--- src/rtl/axi_log_pkg.sv ---
// Shared types, width defaults and address filter helper for the AXI log capture stage.
// The address filter (AXI_LOG_CAPTURE_FILTER_EN) uses addr_match().
package axi_log_pkg;

    localparam int unsigned AXI_ADDR_BITW_DEF = 32;
    localparam int unsigned AXI_ID_BITW_DEF   = 8;
    localparam int unsigned AXI_LEN_BITW_DEF  = 8;
    localparam int unsigned FIFO_DEPTH_DEF    = 4;
    localparam int unsigned DROP_CNT_BITW_DEF = 16;
    localparam int unsigned ADDR_MAX_W        = 64;

    typedef struct packed {
        logic                         write;
        logic [AXI_ID_BITW_DEF-1:0]   id;
        logic [AXI_ADDR_BITW_DEF-1:0] addr;
        logic [AXI_LEN_BITW_DEF-1:0]  len;
    } log_entry_t;

    function automatic logic addr_match(
        input logic [ADDR_MAX_W-1:0] addr,
        input logic [ADDR_MAX_W-1:0] base,
        input logic [ADDR_MAX_W-1:0] mask
    );
        return (addr & mask) == (base & mask);
    endfunction

endpackage

--- src/rtl/log_fifo_2w1r.sv ---
// Two-write / one-read FIFO; write port 0 lands before port 1 in the same cycle.
// The caller guarantees capacity for every write it asserts.
module log_fifo_2w1r #(
    parameter int unsigned DATA_W = 49,
    parameter int unsigned DEPTH  = 4,
    localparam int unsigned PTR_W = $clog2(DEPTH),
    localparam int unsigned CNT_W = PTR_W + 1
) (
    input  logic              Clk_CI,
    input  logic              Rst_RBI,
    input  logic              Flush_SI,
    input  logic              Wr0En_SI,
    input  logic [DATA_W-1:0] Wr0Data_DI,
    input  logic              Wr1En_SI,
    input  logic [DATA_W-1:0] Wr1Data_DI,
    input  logic              RdEn_SI,
    output logic [DATA_W-1:0] RdData_DO,
    output logic [CNT_W-1:0]  Count_DO
);

    logic [DATA_W-1:0] mem [DEPTH];
    logic [PTR_W-1:0]  wr_ptr;
    logic [PTR_W-1:0]  rd_ptr;
    logic [CNT_W-1:0]  count;
    logic [PTR_W-1:0]  wr1_slot;
    logic [CNT_W-1:0]  n_wr;

    assign wr1_slot  = Wr0En_SI ? wr_ptr + PTR_W'(1) : wr_ptr;
    assign n_wr      = CNT_W'(Wr0En_SI) + CNT_W'(Wr1En_SI);
    assign RdData_DO = mem[rd_ptr];
    assign Count_DO  = count;

    always_ff @(posedge Clk_CI) begin
        if (Wr0En_SI) mem[wr_ptr] <= Wr0Data_DI;
        if (Wr1En_SI) mem[wr1_slot] <= Wr1Data_DI;
    end

    always_ff @(posedge Clk_CI or negedge Rst_RBI) begin
        if (!Rst_RBI) begin
            wr_ptr <= '0;
            rd_ptr <= '0;
            count  <= '0;
        end else if (Flush_SI) begin
            wr_ptr <= '0;
            rd_ptr <= '0;
            count  <= '0;
        end else begin
            wr_ptr <= wr_ptr + PTR_W'(n_wr);
            rd_ptr <= rd_ptr + PTR_W'(RdEn_SI);
            count  <= count + n_wr - CNT_W'(RdEn_SI);
        end
    end

endmodule

--- src/rtl/axi_log_capture.sv ---
// Snoops AXI AR/AW handshakes into a small FIFO feeding the BRAM logger; never stalls AXI.
// Optional address filter: define AXI_LOG_CAPTURE_FILTER_EN.
module axi_log_capture
    import axi_log_pkg::*;
#(
    parameter int unsigned AXI_ADDR_BITW = AXI_ADDR_BITW_DEF,
    parameter int unsigned AXI_ID_BITW   = AXI_ID_BITW_DEF,
    parameter int unsigned AXI_LEN_BITW  = AXI_LEN_BITW_DEF,
    parameter int unsigned FIFO_DEPTH    = FIFO_DEPTH_DEF,
    parameter int unsigned DROP_CNT_BITW = DROP_CNT_BITW_DEF
) (
    input  logic                     Clk_CI,
    input  logic                     Rst_RBI,
    input  logic                     ArValid_SI,
    input  logic                     ArReady_SI,
    input  logic [AXI_ID_BITW-1:0]   ArId_DI,
    input  logic [AXI_ADDR_BITW-1:0] ArAddr_DI,
    input  logic [AXI_LEN_BITW-1:0]  ArLen_DI,
    input  logic                     AwValid_SI,
    input  logic                     AwReady_SI,
    input  logic [AXI_ID_BITW-1:0]   AwId_DI,
    input  logic [AXI_ADDR_BITW-1:0] AwAddr_DI,
    input  logic [AXI_LEN_BITW-1:0]  AwLen_DI,
    input  logic                     Enable_SI,
    input  logic                     Clear_SI,
    input  logic                     LogFull_SI,
`ifdef AXI_LOG_CAPTURE_FILTER_EN
    input  logic [AXI_ADDR_BITW-1:0] FiltBase_DI,
    input  logic [AXI_ADDR_BITW-1:0] FiltMask_DI,
`endif
    output logic                     LogValid_SO,
    output logic                     LogWrite_SO,
    output logic [AXI_ID_BITW-1:0]   LogId_DO,
    output logic [AXI_ADDR_BITW-1:0] LogAddr_DO,
    output logic [AXI_LEN_BITW-1:0]  LogLen_DO,
    output logic [DROP_CNT_BITW-1:0] DropCnt_DO,
    output logic                     Overflow_SO
);

    localparam int unsigned CNT_W  = $clog2(FIFO_DEPTH) + 1;
    localparam int unsigned DATA_W = 1 + AXI_ID_BITW + AXI_ADDR_BITW + AXI_LEN_BITW;

    typedef struct packed {
        logic                     write;
        logic [AXI_ID_BITW-1:0]   id;
        logic [AXI_ADDR_BITW-1:0] addr;
        logic [AXI_LEN_BITW-1:0]  len;
    } entry_t;

    entry_t             ar_entry;
    entry_t             aw_entry;
    entry_t             head;
    logic [DATA_W-1:0]  rd_data;
    logic [CNT_W-1:0]   count;
    logic [CNT_W:0]     free;
    logic               empty;
    logic               pop;
    logic               ar_keep;
    logic               aw_keep;
    logic               cap_ar;
    logic               cap_aw;
    logic               acc_ar;
    logic               acc_aw;
    logic               wr0_en;
    logic               wr1_en;
    entry_t             wr0_data;
    logic [1:0]         n_drop;
    logic [DROP_CNT_BITW:0] drop_sum;
    logic [DROP_CNT_BITW-1:0] drop_cnt;
    logic               overflow;

`ifdef AXI_LOG_CAPTURE_FILTER_EN
    assign ar_keep = addr_match(ADDR_MAX_W'(ArAddr_DI),
                                ADDR_MAX_W'(FiltBase_DI),
                                ADDR_MAX_W'(FiltMask_DI));
    assign aw_keep = addr_match(ADDR_MAX_W'(AwAddr_DI),
                                ADDR_MAX_W'(FiltBase_DI),
                                ADDR_MAX_W'(FiltMask_DI));
`else
    assign ar_keep = 1'b1;
    assign aw_keep = 1'b1;
`endif

    assign ar_entry = '{write: 1'b0, id: ArId_DI, addr: ArAddr_DI, len: ArLen_DI};
    assign aw_entry = '{write: 1'b1, id: AwId_DI, addr: AwAddr_DI, len: AwLen_DI};

    assign cap_ar = ArValid_SI & ArReady_SI & Enable_SI & ~Clear_SI & ar_keep;
    assign cap_aw = AwValid_SI & AwReady_SI & Enable_SI & ~Clear_SI & aw_keep;

    assign empty = (count == '0);
    assign pop   = ~empty & ~LogFull_SI & ~Clear_SI;

    // A same-cycle pop frees a slot for this cycle's captures.
    assign free = (CNT_W+1)'(FIFO_DEPTH) - {1'b0, count} + (CNT_W+1)'(pop);

    assign acc_ar = cap_ar & (free >= (CNT_W+1)'(1));
    assign acc_aw = cap_aw & (free >= (acc_ar ? (CNT_W+1)'(2) : (CNT_W+1)'(1)));

    assign wr0_en   = acc_ar | acc_aw;
    assign wr0_data = acc_ar ? ar_entry : aw_entry;
    assign wr1_en   = acc_ar & acc_aw;

    assign n_drop   = {1'b0, cap_ar & ~acc_ar} + {1'b0, cap_aw & ~acc_aw};
    assign drop_sum = {1'b0, drop_cnt} + (DROP_CNT_BITW+1)'(n_drop);

    log_fifo_2w1r #(
        .DATA_W (DATA_W),
        .DEPTH  (FIFO_DEPTH)
    ) u_fifo (
        .Clk_CI     (Clk_CI),
        .Rst_RBI    (Rst_RBI),
        .Flush_SI   (Clear_SI),
        .Wr0En_SI   (wr0_en),
        .Wr0Data_DI (wr0_data),
        .Wr1En_SI   (wr1_en),
        .Wr1Data_DI (aw_entry),
        .RdEn_SI    (pop),
        .RdData_DO  (rd_data),
        .Count_DO   (count)
    );

    always_ff @(posedge Clk_CI or negedge Rst_RBI) begin
        if (!Rst_RBI) begin
            drop_cnt <= '0;
            overflow <= 1'b0;
        end else if (Clear_SI) begin
            drop_cnt <= '0;
            overflow <= 1'b0;
        end else if (n_drop != 2'd0) begin
            drop_cnt <= drop_sum[DROP_CNT_BITW] ? '1 : drop_sum[DROP_CNT_BITW-1:0];
            overflow <= 1'b1;
        end
    end

    // Masking with empty keeps outputs at zero out of reset (storage is not reset).
    assign head        = empty ? '0 : entry_t'(rd_data);
    assign LogValid_SO = pop;
    assign LogWrite_SO = head.write;
    assign LogId_DO    = head.id;
    assign LogAddr_DO  = head.addr;
    assign LogLen_DO   = head.len;
    assign DropCnt_DO  = drop_cnt;
    assign Overflow_SO = overflow;

endmodule

--- config.mk ---
export PLATFORM = sky130hd
export DESIGN_NAME = axi_log_capture
export DESIGN_NICKNAME = d
export VERILOG_FILES = /design/src/rtl/axi_log_pkg.sv /design/src/rtl/log_fifo_2w1r.sv /design/src/rtl/axi_log_capture.sv
export SDC_FILE = /design/constraint.sdc
export NUM_CORES = 1
export LEC_CHECK = 0
export CAP_MARGIN = 40
export CORE_MARGIN = 3
export CORE_UTILIZATION = 50
export CTS_BUF_LIST = sky130_fd_sc_hd__clkbuf_8
export DETAILED_ROUTE_END_ITERATION = 10
export PLACE_DENSITY = 0.85
export SLEW_MARGIN = 20
export SYNTH_ARGS = -nofsm -noshare
export SYNTH_HDL_FRONTEND = slang
export SYNTH_SLANG_ARGS = --single-unit
--- constraint.sdc ---
create_clock -name Clk_CI -period 6.3 [get_ports Clk_CI]
set_input_delay 0.945 -clock Clk_CI [delete_from_list [all_inputs] [get_ports Clk_CI]]
set_output_delay 0.945 -clock Clk_CI [all_outputs]
set_load 0.005 [all_outputs]
# --- After elaboration in Yosys (flattened, before gate mapping) ---
# Memories as Yosys holds them, arrays and structs flattened.
# Cells that the tools add are included.
op_classes:
  add_sub_neg: 10
  multipliers: 0
  n_div: 0
  magnitude_cmp: 2
  n_eq_ne: 0
  shift: 0
  n_mux: 16
  bitwise_logic: 19
  reduce_logical: 3
ops:
  columns: ["operator", "n"]
  rows:
  - ["$mux 49", 2]
  - ["$mux 16", 3]
  - ["$add 16x2->17", 1]
  - ["$and 1x1->1", 13]
  - ["$mux 2", 4]
  - ["$mux 1", 6]
  - ["$not 1->1", 5]
  - ["$add 1x1->2", 2]
  - ["$add 4x1->4", 1]
  - ["$ge 4x1->1 const B", 1]
  - ["$ge 4x2->1", 1]
  - ["$reduce_bool 2->1", 2]
  - ["$sub 3x3->4 const A", 1]
  - ["$add 3x3->3", 1]
  - ["$logic_not 3->1", 1]
  - ["$mux 3", 1]
  - ["$sub 3x1->3", 1]
  - ["$add 2x1->2", 1]
  - ["$add 2x1->2 const B", 1]
  - ["$add 2x2->2", 1]
  - ["$or 1x1->1", 1]
totals:
  register_bits: 24
  latchBits: 0
  mem_bits_rw: 196
  mem_bits_ro: 0
  inputBits: 105
  wordCells: 56
  memories: 1
mem_list:
  columns: ["memory", "depth", "word_bits", "rd", "rd_clocked_by_memory_dff", "wr", "line", "rtl"]
  rows:
  - ["u_fifo.mem", 4, 49, 1, 0, 2, "log_fifo_2w1r.sv:21", "logic [DATA_W-1:0] mem [DEPTH];"]

# --- Longest topological paths before layout ---
depth:
  word_depth: 17
  mapped_depth: 21
  ltp_nobuf: 19

# --- Cells and area by module ---
# From an unflattened synthesis, not the netlist that was laid out.
hier_totals:
  hier_cells: 766
  hier_area_um2: 11976.5
by_module_without_submodules:
  columns: ["mod", "instances", "cells_each", "area_each_um2", "seq_area_each_um2"]
  rows:
  - ["log_fifo_2w1r", 1, 528, 9929.5, 6060.8]
  - ["axi_log_capture", 1, 238, 2047.0, 425.4]

# --- Least setup slack after synthesis ---
# OpenSTA, ideal clock, no wires.
synth_path:
  path_kind: "input to register"
  startpoint: "input Clear_SI"
  endpoint: "memory u_fifo.mem[0][0] (enable)"
  arrival_time_ps: 5329
  t_required_ps: 5893
  slack_ps: 564
  stages: 17
  cell_sequence: "clkbuf_1 > or3_1 > ha_1 > inv_1 > ha_1 > nor4b_1 > a211oi_4 > inv_6 > ha_1 > nand2b_1 > a211oi_1 > or2_2 > ha_1 > clkbuf_1 > nor2b_1 > a22oi_1 > nand2_1"
synth_rtl:
  columns: ["element", "line", "rtl"]
  rows:
  - ["from (decl)", "axi_log_capture.sv:25", "input logic Clear_SI,"]
  - ["to (decl)", "log_fifo_2w1r.sv:21", null]

# --- Worst setup path after layout ---
layout_path:
  startpoint: "input Clear_SI"
  endpoint: "register drop_cnt[8], in the netlist DropCnt_DO[8]"
layout_via:
  elab_chain_len: 15
  word_cells_on_any_way: 21
  classes_between: "add/sub (3); order compare (2); mux (4); bitwise (10); reduce/logical (2)"
layout_lines:
  columns: ["element", "line", "rtl"]
  rows:
  - ["$not 1->1", "axi_log_capture.sv:87, axi_log_capture.sv:88, axi_log_capture.sv:91", null]
  - ["$and 1x1->1", "axi_log_capture.sv:91", "assign pop = ~empty & ~LogFull_SI & ~Clear_SI;"]
  - ["$add 4x1->4", "axi_log_capture.sv:94", "assign free = (CNT_W+1)'(FIFO_DEPTH) - {1'b0, count} + (CNT_W+1)'(pop);"]
  - ["$ge 4x1->1", "axi_log_capture.sv:96", "assign acc_ar = cap_ar & (free >= (CNT_W+1)'(1));"]
  - ["$and 1x1->1", "axi_log_capture.sv:96", null]
  - ["$mux 2", "axi_log_capture.sv:97", "assign acc_aw = cap_aw & (free >= (acc_ar ? (CNT_W+1)'(2) : (CNT_W+1)'(1)));"]
  - ["$ge 4x2->1", "axi_log_capture.sv:97", null]
  - ["$and 1x1->1", "axi_log_capture.sv:97", null]
  - ["$not 1->1", "axi_log_capture.sv:103", "assign n_drop = {1'b0, cap_ar & ~acc_ar} + {1'b0, cap_aw & ~acc_aw};"]
  - ["$and 1x1->1", "axi_log_capture.sv:103", null]
  - ["$add 1x1->2", "axi_log_capture.sv:103", null]
  - ["$add 16x2->17", "axi_log_capture.sv:104", "assign drop_sum = {1'b0, drop_cnt} + (DROP_CNT_BITW+1)'(n_drop);"]
  - ["$mux 16", "axi_log_capture.sv:130", "drop_cnt <= drop_sum[DROP_CNT_BITW] ? '1 : drop_sum[DROP_CNT_BITW-1:0];"]
  - ["$mux 16", "axi_log_capture.sv:129", "end else if (n_drop != 2'd0) begin"]
  - ["$mux 16", "axi_log_capture.sv:126", "end else if (Clear_SI) begin"]
  - ["to (signal assigned)", "axi_log_capture.sv:130", null]
  - ["to (decl)", "axi_log_capture.sv:69", "logic [DROP_CNT_BITW-1:0] drop_cnt;"]
# Parallel ways exist; a longest one is shown, timed or not. The select of a mux whose other input is x is not followed.
# A chain may end at the register's enable or synchronous reset.

==> results_dict.tcl <==
set metrics [dict create \
    run_status "finished clean" \
    synth_flop_cell "edfxtp_1" \
    irDropWorstVdd_v 0.000181 \
    via_per_inst 6.41 \
    drt_iter0_drc 645 \
    synth_top_family_by_area "compound AO/OA/AOI/OAI gates" \
    cts_buffers 37 \
    pin_count 172 \
    ys_types 58 \
    pwr-share-seq 0.446 \
    final_antenna_net_count 0 \
    drc_errors 0 \
    synth_compound_area_frac 0.185 \
    routabilityCongestion 0.846 \
    endpoint_kind "flop" \
    cts_resized 0 \
    yosysSeqAreaShare 0.576 \
    numPlacedInstances 1159 \
    post_layout_nonfiller_instances 1225 \
    start_kind "input port" \
    fp.dieW_um 156 \
    max_freq_ghz 0.169 \
    grt_pass1_vias 8150 \
    hold_buffers 0 \
    cp_slowest_cell "or4b_1" \
    grt_pass1_wl_um 44000 \
    overflow 0 \
    htree_levels 2 \
    vias 7849 \
    syn-mean-instance-area_um2 15.0 \
    power_w 0.00377 \
    post-route-min-period_ns 5.93 \
    crit_top_cell "ha_1" \
    cts.clk_slew.worst_paths_ns 0.06 \
    sw_frac_of_total 0.274 \
    routed_wl_um 28400 \
    period_share 0.941 \
    yosysWarnings 0 \
    required_ns 6.72 \
    dieArea_um2 24200 \
    syn_area_um2 11200 \
    row_count 54 \
    critPathLaunch "Clear_SI" \
    endpoint "DropCnt_DO[8]" \
    clkSinkCount 220 \
    clk_path_buf_depth 3 \
    worst_pin_slew_ns 0.779 \
    yosys.area_share.simple 0.0679 \
    die_y_um 156 \
    clockPowerShare 0.308 \
    dp_hpwl_um 17700 \
    rsz0062_at_grt "no" \
    drive_above_1_share 0.151 \
    pwr-share-comb 0.246 \
    holdCritPathClass "flop to flop" \
    r2r-end "DropCnt_DO[8]" \
    rrSetupSlack_ns 0.68 \
    whs_ns 0.468 \
    utilization 0.632 \
    p_switching_w 0.00103 \
    num-nets-final 1044 \
    synth_edf_count 192 \
    synthMuxAreaShare 0.100 \
    power_density_nw_per_um2 272 \
    critical_path.max_fanout 12 \
    cap_violations 0 \
    max_stage_delay_ns 0.79 \
    core-area_um2 21900 \
    synth_nets 874 \
    synth_xor_area_frac 0.00391 \
    initial_core_util 0.512 \
    wl_per_cell_um 23.2 \
    maxSlewHeadroom 0.481 \
    area_growth_pct 23.5 \
    setup_viol 0 \
    synth_fa_ha_area_frac 0.0248 \
    fin_skew_ns 0.0208 \
    antenna_found_initial 0 \
    synthCells 748 \
    io_buffer_count 171 \
    worstSetupPathType "input port to flop" \
    worstSkewPairLatency_ns 0.52 \
    crit_path_cell_trace "clkdlybuf4s50_1 > or3_1 > ha_1 > inv_1 > ha_1 > nor4b_1 > a211oi_4 > inv_6 > ha_1 > nand2b_1 > a2111oi_0 > inv_1 > ha_1 > ha_1 > fa_1 > nand3_1 > or4b_1 > a221oi_1" \
    p_leak_nw 4.93 \
    cts.repair_timing.setup_buffer_count 0 \
    final_cell_mix "a22o_1, edfxtp_1, clkdlybuf4s50_1" \
    timing.final.hold_violations 0 \
    maxSlewViolCount 0 \
    synthArstFlopShare 0.109 \
    cts_tree "yes" \
    power.internal_w 0.00273 \
    root_buffer "clkbuf_8" \
    grt_max_degree 50 \
    grt_use_total 0.231 \
    diodes 0 \
    ys_ff_latch 220 \
    cp.arrival_ns 6.35 \
    reg2reg_depth 18 \
    first_pass_iters 5 \
    r2r-start "u_fifo.Count_DO[2]" \
]
-- state kept, by name, indices dropped and copies added (netlist names) --
register / cells
DropCnt_DO: 16
u_fifo.Count_DO: 3
Overflow_SO: 1
u_fifo.mem: 196
u_fifo.wr_ptr: 2
u_fifo.rd_ptr: 2
-- per-stage QoR --
step / area (µm²) / setup TNS, ns / setup slack (ns)
2_1_floorplan: 11200 / 0 / 0.564
3_3_place_gp: 13100 / 0 / 0.0212
3_5_place_dp: 13200 / -1.62 / -0.170
4_1_cts: 13800 / 0 / 0.378
5_1_grt: 13800 / 0 / 0.0434
6_report: 13800 / 0 / 0.373
-- worst max-delay path: cells and delay by family --
kind | cells | cell delay, ns
buffers and inverters | 4 | 0.76
adder cells (fa/ha/maj) | 6 | 1.44
AO/OA/AOI/OAI | 3 | 1.10
AND/OR/NAND/NOR | 5 | 2.09
-- logic make-up (layout without fill, tap and decap cells) --
logic type               Yosys count  after routing
adder cells (fa/ha/maj)           21             21
flip-flops                       220            220
buffers and inverters             88            285
AND/OR/NAND/NOR                  122            122
XOR/XNOR                           5              5
multiplexers                      51             51
AO/OA/AOI/OAI                    241            241
-- cells in the mapped netlist (all sizes together) (5+ instances only) --
cell type  instances  share of area
a221oi             6         0.0047
inv               23         0.0082
dfrtp             24          0.054
nor2              18         0.0087
clkbuf            20         0.0067
nand2             10         0.0034
ha                19          0.021
nand3              5         0.0022
a31oi              5         0.0028
buf               45          0.028
a22o             192           0.15
a21oi              5         0.0022
nor2b             58          0.032
o21ai              7         0.0041
mux4              49          0.099
edfxtp           192           0.51
-- worst min-delay path by stage --
stage,startpoint,to,cells past startpoint
after floorplan,u_fifo.mem[2][48],u_fifo.mem[2][48],1
after global placement,u_fifo.mem[3][48],u_fifo.mem[3][48],1
after detailed placement,u_fifo.mem[0][48],u_fifo.mem[0][48],1
after CTS,u_fifo.mem[0][48],u_fifo.mem[0][48],1
after global routing,u_fifo.mem[0][48],u_fifo.mem[0][48],1
final,u_fifo.mem[3][48],u_fifo.mem[3][48],1
-- power by group through the flow --
stage / registers [W] / logic (W) / clock network (W)
2_1_floorplan: 0.00168 / 0.000476 / 0
3_3_place_gp: 0.00173 / 0.000889 / 0
3_5_place_dp: 0.00171 / 0.000938 / 0
4_1_cts: 0.00168 / 0.000941 / 0.00117
5_1_grt: 0.00169 / 0.00101 / 0.00124
6_report: 0.00168 / 0.000928 / 0.00116
-- routing by layer --
layer | global-route usage | up-vias | part of all wire
met5 | 0 | - | 0
met4 | 0.0796 | 0 | 0.023
met3 | 0.0502 | 63 | 0.092
met2 | 0.396 | 454 | 0.50
met1 | 0.295 | 3916 | 0.38
li1 | - | 3416 | -
-- cell type report --
type	count	area (µm²)
clock buffer	37	509
fill	1620	8060
timing repair buffer	196	1950
clock inverter	29	153
sequential	220	6450
tap	280	350
multi-input combinational	440	4320
inverter	23	91.3
No activity file was read; power rests on OpenSTA's default activity.
